## config.mk

```make
export PLATFORM = sky130hd
export DESIGN_NAME = k005297_tempdet_mc_flat
export DESIGN_NICKNAME = d
export VERILOG_FILES = /design/src/rtl/k005297_tempdet_pkg.sv /design/src/rtl/k005297_tempdet_mc_if.sv /design/src/rtl/k005297_tempdet_ch.sv /design/src/rtl/k005297_tempdet_mc.sv /design/src/flat_wrapper.sv
export SDC_FILE = /design/constraint.sdc
export NUM_CORES = 1
export LEC_CHECK = 0
export ABC_CLOCK_PERIOD_IN_PS = 1800
export CAP_MARGIN = 40
export CORE_MARGIN = 2
export CORE_UTILIZATION = 41
export DETAILED_ROUTE_END_ITERATION = 6
export SYNTH_ARGS = -nofsm -noshare
export SYNTH_HDL_FRONTEND = slang
export SYNTH_SLANG_ARGS = --single-unit
```

## constraint.sdc

```tcl
create_clock -name i_MCLK -period 1.8 [get_ports i_MCLK]
set_clock_uncertainty 0.2 [all_clocks]
set_input_delay 0.36 -clock i_MCLK [delete_from_list [all_inputs] [get_ports i_MCLK]]
set_output_delay 0.36 -clock i_MCLK [all_outputs]
set_load 0.03 [all_outputs]
```

## src/rtl/k005297_tempdet_pkg.sv

```systemverilog
// Shared types and constants for the 005297 temperature-detect / heater controller.
package k005297_tempdet_pkg;

  typedef enum logic [1:0] {
    HS_IDLE  = 2'd0,
    HS_HEAT  = 2'd1,
    HS_FAULT = 2'd2
  } heat_st_t;

  // Filtered TEMPLO and every edge-detect register come out of reset "high",
  // i.e. temperature OK and no pending edges.
  localparam logic FILT_RST = 1'b1;
  localparam logic EDGE_RST = 1'b1;

  // Counter width able to hold 0..n-1, never narrower than one bit.
  function automatic int cnt_w(input int n);
    return (n > 1) ? $clog2(n) : 1;
  endfunction

endpackage

```

## src/rtl/k005297_tempdet_mc_if.sv

```systemverilog
// Pin bundle between the board thermistor comparators / clock logic and the
// multi-channel temperature-detect block.
interface k005297_tempdet_mc_if #(
  parameter int CHANNELS = 2
);
  logic                i_CLK4M_PCEN_n;
  logic [CHANNELS-1:0] i_TEMPLO_n;
  logic                i_CLK2M_STOP_n;
  logic                i_CLK2M_STOP_DLYD_n;
  logic                i_FAULT_CLR;

  logic [CHANNELS-1:0] o_TEMPDROP_SET_n;
  logic [CHANNELS-1:0] o_HEATEN_n;
  logic                o_TEMPOK;
  logic [CHANNELS-1:0] o_FAULT;

  modport master (
    output i_CLK4M_PCEN_n, i_TEMPLO_n, i_CLK2M_STOP_n, i_CLK2M_STOP_DLYD_n, i_FAULT_CLR,
    input  o_TEMPDROP_SET_n, o_HEATEN_n, o_TEMPOK, o_FAULT
  );

  modport slave (
    input  i_CLK4M_PCEN_n, i_TEMPLO_n, i_CLK2M_STOP_n, i_CLK2M_STOP_DLYD_n, i_FAULT_CLR,
    output o_TEMPDROP_SET_n, o_HEATEN_n, o_TEMPOK, o_FAULT
  );
endinterface

```

## src/rtl/k005297_tempdet_ch.sv

```systemverilog
// One temperature channel: TEMPLO sync + debounce, TEMPDROP edge pulse, heater FSM.
// Heater timeout (hcnt / FAULT) exists only when K005297_TEMPDET_HEAT_TIMEOUT_EN is defined.
module k005297_tempdet_ch
  import k005297_tempdet_pkg::*;
#(
  parameter int FILT_LEN = 8,
  parameter int HEAT_MAX = 4095
) (
  input  logic clk,
  input  logic rst,
  input  logic tick,
  input  logic templo_n,
  input  logic clk2m_stop_n,
  input  logic clk2m_stop_dlyd_n,
  input  logic fault_clr,
  output logic tempdrop_set_n,
  output logic heaten_n,
  output logic fault,
  output logic filt
);

  localparam int                FCNT_W    = cnt_w(FILT_LEN);
  localparam logic [FCNT_W-1:0] FCNT_LAST = FCNT_W'(FILT_LEN - 1);

  logic              raw_q, raw_d;
  logic              filt_q, filt_d;
  logic [FCNT_W-1:0] fcnt_q, fcnt_d;
  logic              g_q, g_d;
  logic              dly_q, dly_d;
  heat_st_t          state_q, state_d;
  logic              heaten_n_q, heaten_n_d;

  logic g, set_ev, clr_ev;
  logic timeout, fault_clr_en;

  assign g      = clk2m_stop_n & filt_q;
  assign set_ev = ~dly_q & clk2m_stop_dlyd_n & ~filt_q;
  assign clr_ev = (~g_q & g) | ~clk2m_stop_n;

  // g_q still holds the pre-drop value for exactly one tick after filt falls.
  assign tempdrop_set_n = ~(g_q & ~g);
  assign heaten_n       = heaten_n_q;
  assign filt           = filt_q;

  // Stage: input sync, debounce and edge registers
  always_comb begin
    raw_d  = raw_q;
    filt_d = filt_q;
    fcnt_d = fcnt_q;
    g_d    = g_q;
    dly_d  = dly_q;
    if (tick) begin
      raw_d = templo_n;
      g_d   = g;
      dly_d = clk2m_stop_dlyd_n;
      if (raw_q == filt_q) begin
        fcnt_d = '0;
      end else if (fcnt_q == FCNT_LAST) begin
        filt_d = raw_q;
        fcnt_d = '0;
      end else begin
        fcnt_d = fcnt_q + FCNT_W'(1);
      end
    end
  end

  // Stage: heater state machine; a clear event always beats a set or a timeout
  always_comb begin
    state_d    = state_q;
    heaten_n_d = heaten_n_q;
    if (tick) begin
      heaten_n_d = (state_q != HS_HEAT);
      case (state_q)
        HS_IDLE:  if (set_ev && !clr_ev) state_d = HS_HEAT;
        HS_HEAT: begin
          if (clr_ev)       state_d = HS_IDLE;
          else if (timeout) state_d = HS_FAULT;
        end
        HS_FAULT: if (fault_clr_en) state_d = HS_IDLE;
        default:  state_d = HS_IDLE;
      endcase
    end
  end

  always_ff @(posedge clk or posedge rst) begin
    if (rst) begin
      raw_q      <= EDGE_RST;
      filt_q     <= FILT_RST;
      fcnt_q     <= '0;
      g_q        <= EDGE_RST;
      dly_q      <= EDGE_RST;
      state_q    <= HS_IDLE;
      heaten_n_q <= 1'b1;
    end else begin
      raw_q      <= raw_d;
      filt_q     <= filt_d;
      fcnt_q     <= fcnt_d;
      g_q        <= g_d;
      dly_q      <= dly_d;
      state_q    <= state_d;
      heaten_n_q <= heaten_n_d;
    end
  end

`ifdef K005297_TEMPDET_HEAT_TIMEOUT_EN
  localparam int                HCNT_W   = cnt_w(HEAT_MAX + 1);
  localparam logic [HCNT_W-1:0] HCNT_MAX = HCNT_W'(HEAT_MAX);

  logic [HCNT_W-1:0] hcnt_q, hcnt_d;
  logic              fault_q, fault_d;

  assign timeout      = (hcnt_q == HCNT_MAX);
  assign fault_clr_en = fault_clr;
  assign fault        = fault_q;

  // Held at zero outside HEAT, so it always starts from zero on entry.
  always_comb begin
    hcnt_d  = hcnt_q;
    fault_d = fault_q;
    if (tick) begin
      fault_d = (state_q == HS_FAULT);
      if (state_q != HS_HEAT)     hcnt_d = '0;
      else if (hcnt_q != HCNT_MAX) hcnt_d = hcnt_q + HCNT_W'(1);
    end
  end

  always_ff @(posedge clk or posedge rst) begin
    if (rst) begin
      hcnt_q  <= '0;
      fault_q <= 1'b0;
    end else begin
      hcnt_q  <= hcnt_d;
      fault_q <= fault_d;
    end
  end
`else
  logic unused_timeout_cfg;

  assign timeout            = 1'b0;
  assign fault_clr_en       = 1'b0;
  assign fault              = 1'b0;
  assign unused_timeout_cfg = fault_clr ^ (HEAT_MAX == 0);
`endif

endmodule

```

## src/rtl/k005297_tempdet_mc.sv

```systemverilog
// Multi-channel temperature detect / heater controller for the 005297.
// Optional heater timeout fault: define K005297_TEMPDET_HEAT_TIMEOUT_EN.
module k005297_tempdet_mc
  import k005297_tempdet_pkg::*;
#(
  parameter int CHANNELS = 2,
  parameter int FILT_LEN = 8,
  parameter int HEAT_MAX = 4095
) (
  input  logic                 i_MCLK,
  input  logic                 i_RST,
  k005297_tempdet_mc_if.slave  bus
);

  logic                tick;
  logic [CHANNELS-1:0] filt;
  logic [CHANNELS-1:0] drop_n;
  logic [CHANNELS-1:0] heaten_n;
  logic [CHANNELS-1:0] fault;
  logic                tempok_q, tempok_d;

  assign tick = ~bus.i_CLK4M_PCEN_n;

  for (genvar c = 0; c < CHANNELS; c++) begin : g_ch
    k005297_tempdet_ch #(
      .FILT_LEN (FILT_LEN),
      .HEAT_MAX (HEAT_MAX)
    ) u_ch (
      .clk               (i_MCLK),
      .rst               (i_RST),
      .tick              (tick),
      .templo_n          (bus.i_TEMPLO_n[c]),
      .clk2m_stop_n      (bus.i_CLK2M_STOP_n),
      .clk2m_stop_dlyd_n (bus.i_CLK2M_STOP_DLYD_n),
      .fault_clr         (bus.i_FAULT_CLR),
      .tempdrop_set_n    (drop_n[c]),
      .heaten_n          (heaten_n[c]),
      .fault             (fault[c]),
      .filt              (filt[c])
    );
  end

  // Stage: module-wide temperature OK
  always_comb begin
    tempok_d = tempok_q;
    if (tick) tempok_d = &filt;
  end

  always_ff @(posedge i_MCLK or posedge i_RST) begin
    if (i_RST) tempok_q <= FILT_RST;
    else       tempok_q <= tempok_d;
  end

  assign bus.o_TEMPDROP_SET_n = drop_n;
  assign bus.o_HEATEN_n       = heaten_n;
  assign bus.o_FAULT          = fault;
  assign bus.o_TEMPOK         = tempok_q;

endmodule
```

## src/flat_wrapper.sv

```systemverilog
// flat-port wrapper written by rule: the top's interface ports become plain ports
module k005297_tempdet_mc_flat import k005297_tempdet_pkg::*;
#(
  parameter int CHANNELS = 2,
  parameter int FILT_LEN = 8,
  parameter int HEAT_MAX = 4095
)
  (i_MCLK, i_RST, bus_i_CLK4M_PCEN_n, bus_i_TEMPLO_n, bus_i_CLK2M_STOP_n, bus_i_CLK2M_STOP_DLYD_n, bus_i_FAULT_CLR, bus_o_TEMPDROP_SET_n, bus_o_HEATEN_n, bus_o_TEMPOK, bus_o_FAULT);
  k005297_tempdet_mc_if #(.CHANNELS(CHANNELS)) bus_i ();
  input  logic i_MCLK;
  input  logic i_RST;
  input wire logic [$bits(bus_i.i_CLK4M_PCEN_n)-1:0] bus_i_CLK4M_PCEN_n;
  input wire logic [$bits(bus_i.i_TEMPLO_n)-1:0] bus_i_TEMPLO_n;
  input wire logic [$bits(bus_i.i_CLK2M_STOP_n)-1:0] bus_i_CLK2M_STOP_n;
  input wire logic [$bits(bus_i.i_CLK2M_STOP_DLYD_n)-1:0] bus_i_CLK2M_STOP_DLYD_n;
  input wire logic [$bits(bus_i.i_FAULT_CLR)-1:0] bus_i_FAULT_CLR;
  output wire logic [$bits(bus_i.o_TEMPDROP_SET_n)-1:0] bus_o_TEMPDROP_SET_n;
  output wire logic [$bits(bus_i.o_HEATEN_n)-1:0] bus_o_HEATEN_n;
  output wire logic [$bits(bus_i.o_TEMPOK)-1:0] bus_o_TEMPOK;
  output wire logic [$bits(bus_i.o_FAULT)-1:0] bus_o_FAULT;
  assign bus_i.i_CLK4M_PCEN_n = bus_i_CLK4M_PCEN_n;
  assign bus_i.i_TEMPLO_n = bus_i_TEMPLO_n;
  assign bus_i.i_CLK2M_STOP_n = bus_i_CLK2M_STOP_n;
  assign bus_i.i_CLK2M_STOP_DLYD_n = bus_i_CLK2M_STOP_DLYD_n;
  assign bus_i.i_FAULT_CLR = bus_i_FAULT_CLR;
  assign bus_o_TEMPDROP_SET_n = bus_i.o_TEMPDROP_SET_n;
  assign bus_o_HEATEN_n = bus_i.o_HEATEN_n;
  assign bus_o_TEMPOK = bus_i.o_TEMPOK;
  assign bus_o_FAULT = bus_i.o_FAULT;
  k005297_tempdet_mc #(.CHANNELS(CHANNELS), .FILT_LEN(FILT_LEN), .HEAT_MAX(HEAT_MAX)) u_core (.i_MCLK(i_MCLK), .i_RST(i_RST), .bus(bus_i));
endmodule
```

== Yosys cells after proc, flatten, opt, wreduce, memory -nomap -nowiden ==
Cells that the tools add are included.

* $add $sub $neg: 2
* Equality and inequality tests: 14
* Multiplexer cells: 10
* Bitwise operators: 26
* Reduce and logical (&&, ||, !) cells: 11

{| class="wikitable"
|+ Operator list
! kind !! number
|-
| inverter 1 bit || 15
|-
| two-way mux 3 bit || 4
|-
| case mux 2 bit (3 select lines) || 2
|-
| AND 1 bit || 9
|-
| two-way mux 2 bit || 4
|-
| != test 2 bit (second input constant) || 4
|-
| AND reduction 4 bit || 2
|-
| adder 3 x 1 -> 3 bit (second input constant) || 2
|-
| == test 3 bit (second input constant) || 2
|-
| AND reduction 3 bit || 2
|-
| == test 2 x 1 -> 1 bit (second input constant) || 2
|-
| == test 2 bit (second input constant) || 2
|-
| zero test 2 bit || 2
|-
| != test 2 x 1 -> 1 bit (second input constant) || 2
|-
| == test 1 bit || 2
|-
| logical AND 1 bit || 2
|-
| zero test 1 bit || 2
|-
| bitwise OR 1 bit || 2
|-
| AND reduction 2 bit || 1
|}

* Register bits after elaboration: 20
* Bits of input ports: 8
* Logic and storage cells: 77

== Longest topological paths before layout ==
Gate-level depths: netlist of the first run.

* Depth after elaboration: 7
* Depth in mapped cells: 4

== Modules after synthesis ==
A second synthesis of the first run with hierarchy kept.

* Cells, all modules: 92
* Area total of the unflattened synthesis: 912.1 µm²

{| class="wikitable"
|+ Modules (own cells, without submodules)
! module !! instances !! cells each !! area each (µm²) !! seq. area each (µm²)
|-
| k005297_tempdet_ch || 2 || 43 || 432.9 || 231.5
|-
| k005297_tempdet_mc || 1 || 6 || 46.3 || 26.3
|}

== Worst setup path before layout of the first run ==
OpenSTA, ideal clock, no wires.

* Path kind: register to register
* Start: register u_core.g_ch[0].u_ch.fcnt_q[0]
* End: register u_core.g_ch[0].u_ch.filt_q
* Setup time: 82 ps
* Data arrival time: 1147 ps
* Required time: 1518 ps
* Slack: 370 ps
* Cell stages (with the launch flop): 5
* Buffers on the path: 0
* Period minus slack after synthesis: 1430 ps
* Cell sequence: dfrtp_1 -> ha_1 -> ha_1 -> nand2b_4 -> mux2_4

* Word-level cells in the longest chain between the ends: 2

{| class="wikitable"
|+ Ends and longest elaborated chain
! element !! line !! source
|-
| start, declared || k005297_tempdet_ch.sv:27 || <nowiki>logic [FCNT_W-1:0] fcnt_q, fcnt_d;</nowiki>
|-
| start signal, assigned || k005297_tempdet_ch.sv:97 || <nowiki>fcnt_q <= fcnt_d;</nowiki>
|-
| == test 3 bit || k005297_tempdet_ch.sv:58 || <nowiki>end else if (fcnt_q == FCNT_LAST) begin</nowiki>
|-
| AND reduction 3 bit (no line) || -- ||
|-
| end signal, assigned || k005297_tempdet_ch.sv:96 || <nowiki>filt_q <= filt_d;</nowiki>
|-
| end, declared || k005297_tempdet_ch.sv:26 || <nowiki>logic filt_q, filt_d;</nowiki>
|}

Every way passes these cells.
A chain may end at the register's enable or synchronous reset.

== Final worst setup path of the first run ==
* Start: register u_core.g_ch[1].u_ch.heaten_n_q
* End: output port bus_o_HEATEN_n[1]

{| class="wikitable"
|+ RTL lines
! element !! line !! source
|-
| start, declared || k005297_tempdet_ch.sv:31 || <nowiki>logic heaten_n_q, heaten_n_d;</nowiki>
|-
| start signal, assigned || k005297_tempdet_ch.sv:101 || <nowiki>heaten_n_q <= heaten_n_d;</nowiki>
|-
| end, declared || flat_wrapper.sv:18 || <nowiki>output wire logic [$bits(bus_i.o_HEATEN_n)-1:0] bus_o_HEATEN_n;</nowiki>
|}

No word-level cell between the ends.

==> parameters.txt, run 1 <==
Parameter                              Value

Outcome
  Outcome ... complete, no violations

Synth
  Sequential-to-total area share from yosys stat ... 50.8%
  Post-synthesis register bit count ... 18
  Cells after synthesis ... 84
  Synthesis warning total ... 0
  Synthesized area ... 912 µm²
  Mean post-synth cell area ... 10.9 µm²
  Yosys cell types ... 24

Placement
  Port Buf Inserts ... 11
  Routability congestion estimate from global placement ... 0.667
  Post-detail-place hpwl ... 1050 µm

Power
  Maximum vdd drop ... 561 µV
  Static Leak ... 0.513 nW
  Power density normalized to cell area ... 894 nW/µm²

Hold path
  Min-delay worst type ... in -> async

Run
  Max Cap Viol ... 0

Worst setup path
  Critical Path Slowest Stage Cell ... sky130_fd_sc_hd__dfstp_2
  Critical path arrival ... 1.19 ns
  CP Capture Type ... output port
  Kind of cell adding the most delay to the critical path ... flip-flops
  Crit-path max FO ... 2
  Start-to-end type of the worst setup path ... reg -> out
  Data required time at the worst endpoint ... 1.24 ns
  Cells along the critical path ... clkdlybuf4s15_1
  Worst setup SP type ... register
  Crit path buffers/inverters ... 1
  Maximum single-stage delay on the critical path ... 0.54 ns

Global routing
  Grt total ovfl ... 0
  Largest net degree at the start of global routing ... 19
  Overall track demand over capacity in global routing ... 13.6%
  Wire length of the first global-routing pass ... 2570 µm
  Antenna violations before repair ... 0
  Via count of the first global-routing pass ... 601

Floorplanning
  Ports ... 15
  Die Span Y ... 51.2 µm
  Die width ... 51.2 µm
  Die footprint ... 2620 µm²
  Row count ... 17
  Standard cell core area ... 2150 µm²
  Starting Density ... 42.5%

CTS
  Cts bufs inserted ... 3
  Clk Latency, worst-skew pair ... 0.29 ns
  Clk sinks ... 18
  Bufs on Longest Clock Path ... 2
  Number of H-tree levels ... 1
  TritonCTS clock tree ... yes
  Quantity of hold-fixing buffers added after cts ... 0
  Root Buffer ... sky130_fd_sc_hd__clkbuf_4
  Clock-pin slew of the registers on the worst-case setup and hold paths ... 0.10 ns

Routing
  Count of unresolved DRC violations after routing ... 0
  Average vias per placed instance ... 4.77
  Number of detailed-routing iterations run before antenna repair ... 4
  Via count ... 615
  Number of DRC violations after detailed-routing iteration 0 ... 6
  Detailed-route wire length per cell ... 11.2 µm
  Number of routed nets with antenna violations ... 0
  DRT Wirelength ... 1440 µm

Timing
  Post-route clock period utilization ... 97.2%
  Final critical path time including I/O delays and setup ... 1.75 ns
  Setup repair after global routing missed its margin ... false
  Hold Vio Cnt, Final ... 0
  Max Freq ... 571 MHz
  Summed negative setup slack over all endpoints ... 0 ns
  Max-slew violation count ... 0
  Endpoints failing setup ... 0

Final layout
  Share of layout cells above drive strength 1 ... 37.6%
  Final design utilization ... 51.2%
  # nets final ... 114
  Count of antenna diodes in the layout ... 0
  Area growth, synth to finish ... 20.6%
## routing by layer
layer | wire length, µm | vias to the layer above | global-route usage (%)
met4 | 31 | 0 | 9.46
met3 | 49 | 4 | 2.05
met2 | 698 | 10 | 20.3
li1 | - | 302 | -
met5 | 0 | - | 0
met1 | 662 | 299 | 18.1
## state kept, by name (all words and copies together), names as in the netlist
| signal | cells |
|---|---|
| u_core.g_ch.u_ch.dly_q | 1 |
| u_core.g_ch.u_ch.state_q | 2 |
| u_core.bus.o_TEMPOK | 1 |
| u_core.g_ch.u_ch.filt | 2 |
| u_core.g_ch.u_ch.fcnt_q | 6 |
| u_core.g_ch.u_ch.g_q | 2 |
| u_core.g_ch.u_ch.heaten_n | 2 |
| u_core.g_ch.u_ch.raw_q | 2 |
## layout make-up
cell class / instances / area (µm²)
multi-input combinational: 56 / 377
fill: 211 / 1050
timing repair buffer: 21 / 181
inverter: 2 / 7.51
clock buffer: 4 / 36.3
tap: 28 / 35.0
sequential: 18 / 463
## cell usage in the layout, fill, tap and decap left out
cell type                         netlist  layout
sky130_fd_sc_hd__clkbuf_8               0       1
sky130_fd_sc_hd__nand2b_1               3       3
sky130_fd_sc_hd__clkbuf_2               0       1
sky130_fd_sc_hd__o21ai_0                2       2
sky130_fd_sc_hd__nor2b_1                1       1
sky130_fd_sc_hd__nor2_1                 4       4
sky130_fd_sc_hd__mux2_4                 1       1
sky130_fd_sc_hd__dfstp_2               10      10
sky130_fd_sc_hd__inv_1                  2       2
sky130_fd_sc_hd__a22o_1                 2       2
sky130_fd_sc_hd__buf_6                  1       1
sky130_fd_sc_hd__dlymetal6s2s_1         0       1
sky130_fd_sc_hd__nand2b_4               1       1
sky130_fd_sc_hd__conb_1                 1       2
sky130_fd_sc_hd__o21ai_1                2       2
sky130_fd_sc_hd__buf_4                  7      11
sky130_fd_sc_hd__mux2_2                 3       3
sky130_fd_sc_hd__o21ai_2                4       4
sky130_fd_sc_hd__clkdlybuf4s15_1        0       2
sky130_fd_sc_hd__a21oi_1                4       4
sky130_fd_sc_hd__nor3_1                 2       2
sky130_fd_sc_hd__dfrtp_1                8       8
sky130_fd_sc_hd__clkbuf_4               0       3
sky130_fd_sc_hd__mux2i_1                1       1
sky130_fd_sc_hd__xor2_2                 2       2
sky130_fd_sc_hd__a21o_1                 1       1
sky130_fd_sc_hd__clkdlybuf4s50_1        0       5
sky130_fd_sc_hd__nand2_1               17      17
sky130_fd_sc_hd__ha_1                   4       4
## tightest hold or removal path: cells and delay by family
family,cells,cell delay (ns)
buf+inv,3,0.69
## power breakdown
| group | leakage [nW] | internal, mW | switching, mW |
|---|---|---|---|
| clock | 0.0210 | 0.123 | 0.127 |
| combinational | 0.283 | 0.108 | 0.112 |
| sequential | 0.209 | 0.474 | 0.0385 |
## per-stage QoR
stage          instance area, µm²  std cells  power [mW]  hold slack, ns  worst slack, ns
2_1_floorplan                 916         85       0.680          0.0913            0.370
3_3_place_gp                 1040        122       0.725           0.205           0.0180
3_5_place_dp                 1040        122       0.737           0.205         0.000773
4_1_cts                      1070        126       0.986           0.179          0.00244
5_1_grt                      1100        129        1.05           0.186          0.00242
6_report                     1100        129       0.984           0.175           0.0498
## final timing paths
path | slack [ns] | end | cells past startpoint | startpoint
min reg2reg | 0.22 | u_core.g_ch[0].u_ch.heaten_n$_DFFE_PP1N_ | 1 | u_core.g_ch[0].u_ch.state_q[0]$_DFFE_PP0P_
max reg2reg | 0.28 | u_core.g_ch[1].u_ch.filt$_DFFE_PP1P_ | 4 | u_core.g_ch[1].u_ch.fcnt_q[0]$_DFFE_PP0N_
max | 0.05 | bus_o_HEATEN_n[1] | 1 | u_core.g_ch[1].u_ch.heaten_n$_DFFE_PP1N_
max in group asynchronous | 0.97 | u_core.g_ch[1].u_ch.heaten_n$_DFFE_PP1N_ | 3 | i_RST
min in group i_MCLK | 0.19 | u_core.g_ch[0].u_ch.g_q$_DFFE_PP1N_ | 3 | bus_i_CLK2M_STOP_n
min | 0.18 | u_core.g_ch[1].u_ch.fcnt_q[0]$_DFFE_PP0N_ | 3 | i_RST
## cells in the mapped netlist (all sizes together)
library cell  count  share of area, %
ha                4               5.5
buf               9               7.5
nand2b            4               3.6
mux2i             1               1.1
a21oi             4               2.2
inv               2              0.82
conb              1              0.41
a21o              1              0.82
nor2              4               1.6
mux2              4               5.3
xor2              2               3.6
nor3              2               1.1
nand2            17               7.0
dfrtp             8                22
o21ai             8               6.0
dfstp            10                29
a22o              2               1.9
nor2b             1              0.69
## logic make-up (layout without fill, tap and decap cells)
group | Yosys count | in the layout | synth area share [%]
AND/OR/NAND/NOR | 28 | 28 | 14.0
flip-flops | 18 | 18 | 50.8
other | 1 | 2 | 0.411
buffers and inverters | 11 | 27 | 8.37
AO/OA/AOI/OAI | 15 | 15 | 11.0
multiplexers | 5 | 5 | 6.45
XOR/XNOR | 2 | 2 | 3.57
adder cells (fa/ha/maj) | 4 | 4 | 5.49
## repair_timing
action,in CTS,in global routing
gates resized for setup,4,5
endpoints found under the setup margin,3,5
pin swaps,0,1
buffers inserted,0,3
hold endpoints to repair,0,0
Power figures use the tool's default switching activity.
==> run 2: changes to the inputs <==
--- a/config.mk
+++ b/config.mk
@@ -10,6 +10,7 @@
 export CORE_MARGIN = 2
 export CORE_UTILIZATION = 41
 export DETAILED_ROUTE_END_ITERATION = 6
+export SETUP_SLACK_MARGIN = 0.02
 export SYNTH_ARGS = -nofsm -noshare
 export SYNTH_HDL_FRONTEND = slang
 export SYNTH_SLANG_ARGS = --single-unit
==> run 2 against run 1 <==
Against the previous run:
- critical path depth increased by 2
- die area unchanged
- global-route usage increased by 0.19 points
- cell area decreased by 2.3%
- total power decreased by 0.53%
- critical endpoint is now bus_o_TEMPDROP_SET_n[1]
- setup slack improved by 0.066 ns
- fmax increased by 3.9%
- sequential power decreased by 1%
- clock power about the same
- clock-buffer cell count unchanged
- utilization decreased by 1.2 points
- critical path type unchanged
==> parameters.txt, run 2 (synthesis results as in run 1) <==
Parameter                              Value

Outcome
  Outcome ... complete, no violations

Worst setup path
  Worst setup SP type ... register
  Critical Path Slowest Stage Cell ... sky130_fd_sc_hd__dfstp_2
  Kind of cell adding the most delay to the critical path ... flip-flops
  Crit path buffers/inverters ... 1
  Data required time at the worst endpoint ... 1.24 ns
  Cells along the critical path ... nand2_1 -> nand2_1 -> buf_4
  Maximum single-stage delay on the critical path ... 0.55 ns
  Start-to-end type of the worst setup path ... reg -> out
  Worst Setup SP ... u_core.g_ch[1].u_ch.filt$_DFFE_PP1P_
  Critical path arrival ... 1.12 ns
  CP Capture Type ... output port
  CP most frequent cell ... sky130_fd_sc_hd__nand2_1
  Crit-path max FO ... 2
  Worst R2R Start ... u_core.g_ch[1].u_ch.fcnt_q[0]$_DFFE_PP0N_

Final layout
  Largest register FFs ... 6
  Register name with the most flops ... u_core.g_ch.u_ch.fcnt_q
  Final design utilization ... 50.0%
  # nets final ... 113
  Count of antenna diodes in the layout ... 0
  Count of fill cells added during filler insertion ... 208
  Area growth, synth to finish ... 17.8%
  Commonest non-fill, non-tap cells in the layout ... sky130_fd_sc_hd__nand2_1, sky130_fd_sc_hd__buf_4, sky130_fd_sc_hd__dfstp_2, sky130_fd_sc_hd__dfrtp_1, sky130_fd_sc_hd__clkdlybuf4s50_1
  Share of layout cells above drive strength 1 ... 39.0%
  Most common cell after layout, fill and taps aside ... sky130_fd_sc_hd__nand2_1

Global routing
  Antenna violations before repair ... 0
  Wire length of the first global-routing pass ... 2620 µm
  Largest net degree at the start of global routing ... 19
  Grt total ovfl ... 0
  Via count of the first global-routing pass ... 613
  Overall track demand over capacity in global routing ... 13.8%

CTS
  Clk sinks ... 18
  Number of H-tree levels ... 1
  Cts bufs inserted ... 3
  TritonCTS clock tree ... yes
  Bufs on Longest Clock Path ... 2
  Quantity of hold-fixing buffers added after cts ... 0
  Clk Latency, worst-skew pair ... 0.30 ns
  Root Buffer ... sky130_fd_sc_hd__clkbuf_4
  Clock-pin slew of the registers on the worst-case setup and hold paths ... 0.11 ns

Timing
  Final worst-path setup slack ... 0.116 ns
  Setup repair after global routing missed its margin ... false
  Post-route clock period utilization ... 93.6%
  Max Freq ... 594 MHz
  Hold Vio Cnt, Final ... 0
  Max-slew violation count ... 0
  Final critical path time including I/O delays and setup ... 1.68 ns
  Endpoints failing setup ... 0
  Summed negative setup slack over all endpoints ... 0 ns

Routing
  Detailed-route wire length per cell ... 11.3 µm
  Number of routed nets with antenna violations ... 0
  Via count ... 605
  Count of unresolved DRC violations after routing ... 0
  Number of DRC violations after detailed-routing iteration 0 ... 8
  Average vias per placed instance ... 4.73
  DRT Wirelength ... 1450 µm
  Number of detailed-routing iterations run before antenna repair ... 2

Floorplanning
  Die footprint ... 2620 µm²
  Row count ... 17
  Starting Density ... 42.5%
  Ports ... 15
  Die width ... 51.2 µm
  Standard cell core area ... 2150 µm²
  Die Span Y ... 51.2 µm

Power
  Switching power share of the total ... 28.7%
  Maximum vdd drop ... 567 µV
  Share of power burned in the clock network ... 26.0%
  Fraction of power consumed by combinational cells ... 22.1%
  Sequential share of power ... 51.9%
  Internal portion of total power ... 0.697 mW
  Power density normalized to cell area ... 910 nW/µm²
  Static Leak ... 0.497 nW
  Switching Power ... 0.281 mW

Placement
  Routability congestion estimate from global placement ... 0.667
  Post-detail-place hpwl ... 1050 µm
  Place WS ... 0.000773 ns
  Port Buf Inserts ... 11

Run
  Max Cap Viol ... 0

Hold path
  Min-delay worst type ... in -> async
[run 2: routing by layer]
layer	vias to the layer above	wire [µm]	GRT usage, %
met5	-	0	0
met4	0	31	9.46
met3	4	52	2.05
met2	10	670	20.8
met1	292	698	18.3
li1	299	-	-
[run 2: through the flow]
step | hold slack (ns) | instance area [µm²] | power, mW | std cells
global placement | 0.205 | 1040 | 0.725 | 122
finish | 0.169 | 1070 | 0.978 | 128
detailed placement | 0.205 | 1040 | 0.737 | 122
CTS | 0.179 | 1090 | 0.995 | 128
floorplan | 0.0913 | 916 | 0.680 | 85
global route | 0.209 | 1070 | 1.04 | 128
[run 2: layout make-up]
cell class | count | area, µm² | share of cell area [%]
clock buffer | 4 | 36.3 | 3.38
sequential | 18 | 463 | 43.1
timing repair buffer | 20 | 156 | 14.6
inverter | 2 | 7.51 | 0.698
tap | 28 | 35.0 | 3.26
multi-input combinational | 56 | 377 | 35.0
[run 2: worst register-to-register path, stage by stage (launching register included)]
cell and delay [ns]:
sky130_fd_sc_hd__dfrtp_1 0.42, sky130_fd_sc_hd__ha_1 0.21, sky130_fd_sc_hd__ha_1 0.21, sky130_fd_sc_hd__nand2b_1 0.08, sky130_fd_sc_hd__mux2_2 0.33
[run 2: path summary, 6_finish.rpt]
| kind | to | slack, ns | cells past startpoint |
|---|---|---|---|
| max | bus_o_TEMPDROP_SET_n[1] | 0.12 | 3 |
| min | u_core.g_ch[1].u_ch.fcnt_q[0]$_DFFE_PP0N_ | 0.17 | 3 |
| max reg2reg | u_core.g_ch[1].u_ch.filt$_DFFE_PP1P_ | 0.28 | 4 |
| min reg2reg | u_core.g_ch[0].u_ch.heaten_n$_DFFE_PP1N_ | 0.22 | 1 |
| max in group asynchronous | u_core.g_ch[1].u_ch.heaten_n$_DFFE_PP1N_ | 0.97 | 3 |
| min in group i_MCLK | u_core.g_ch[0].u_ch.heaten_n$_DFFE_PP1N_ | 0.22 | 1 |
[run 2: repair_timing]
action	CTS	global route
endpoints found under the setup margin	5	3
gates resized for setup	7	3
setup buffers	2	0
hold endpoints to repair	0	0
pin swaps	0	0
[run 2: power groups by stage]
stage	clock network (mW)	logic, mW	registers [mW]
CTS	0.262	0.225	0.508
global placement	0	0.203	0.522
global route	0.277	0.246	0.515
floorplan	0	0.166	0.515
finish	0.254	0.216	0.508
detailed placement	0	0.212	0.525
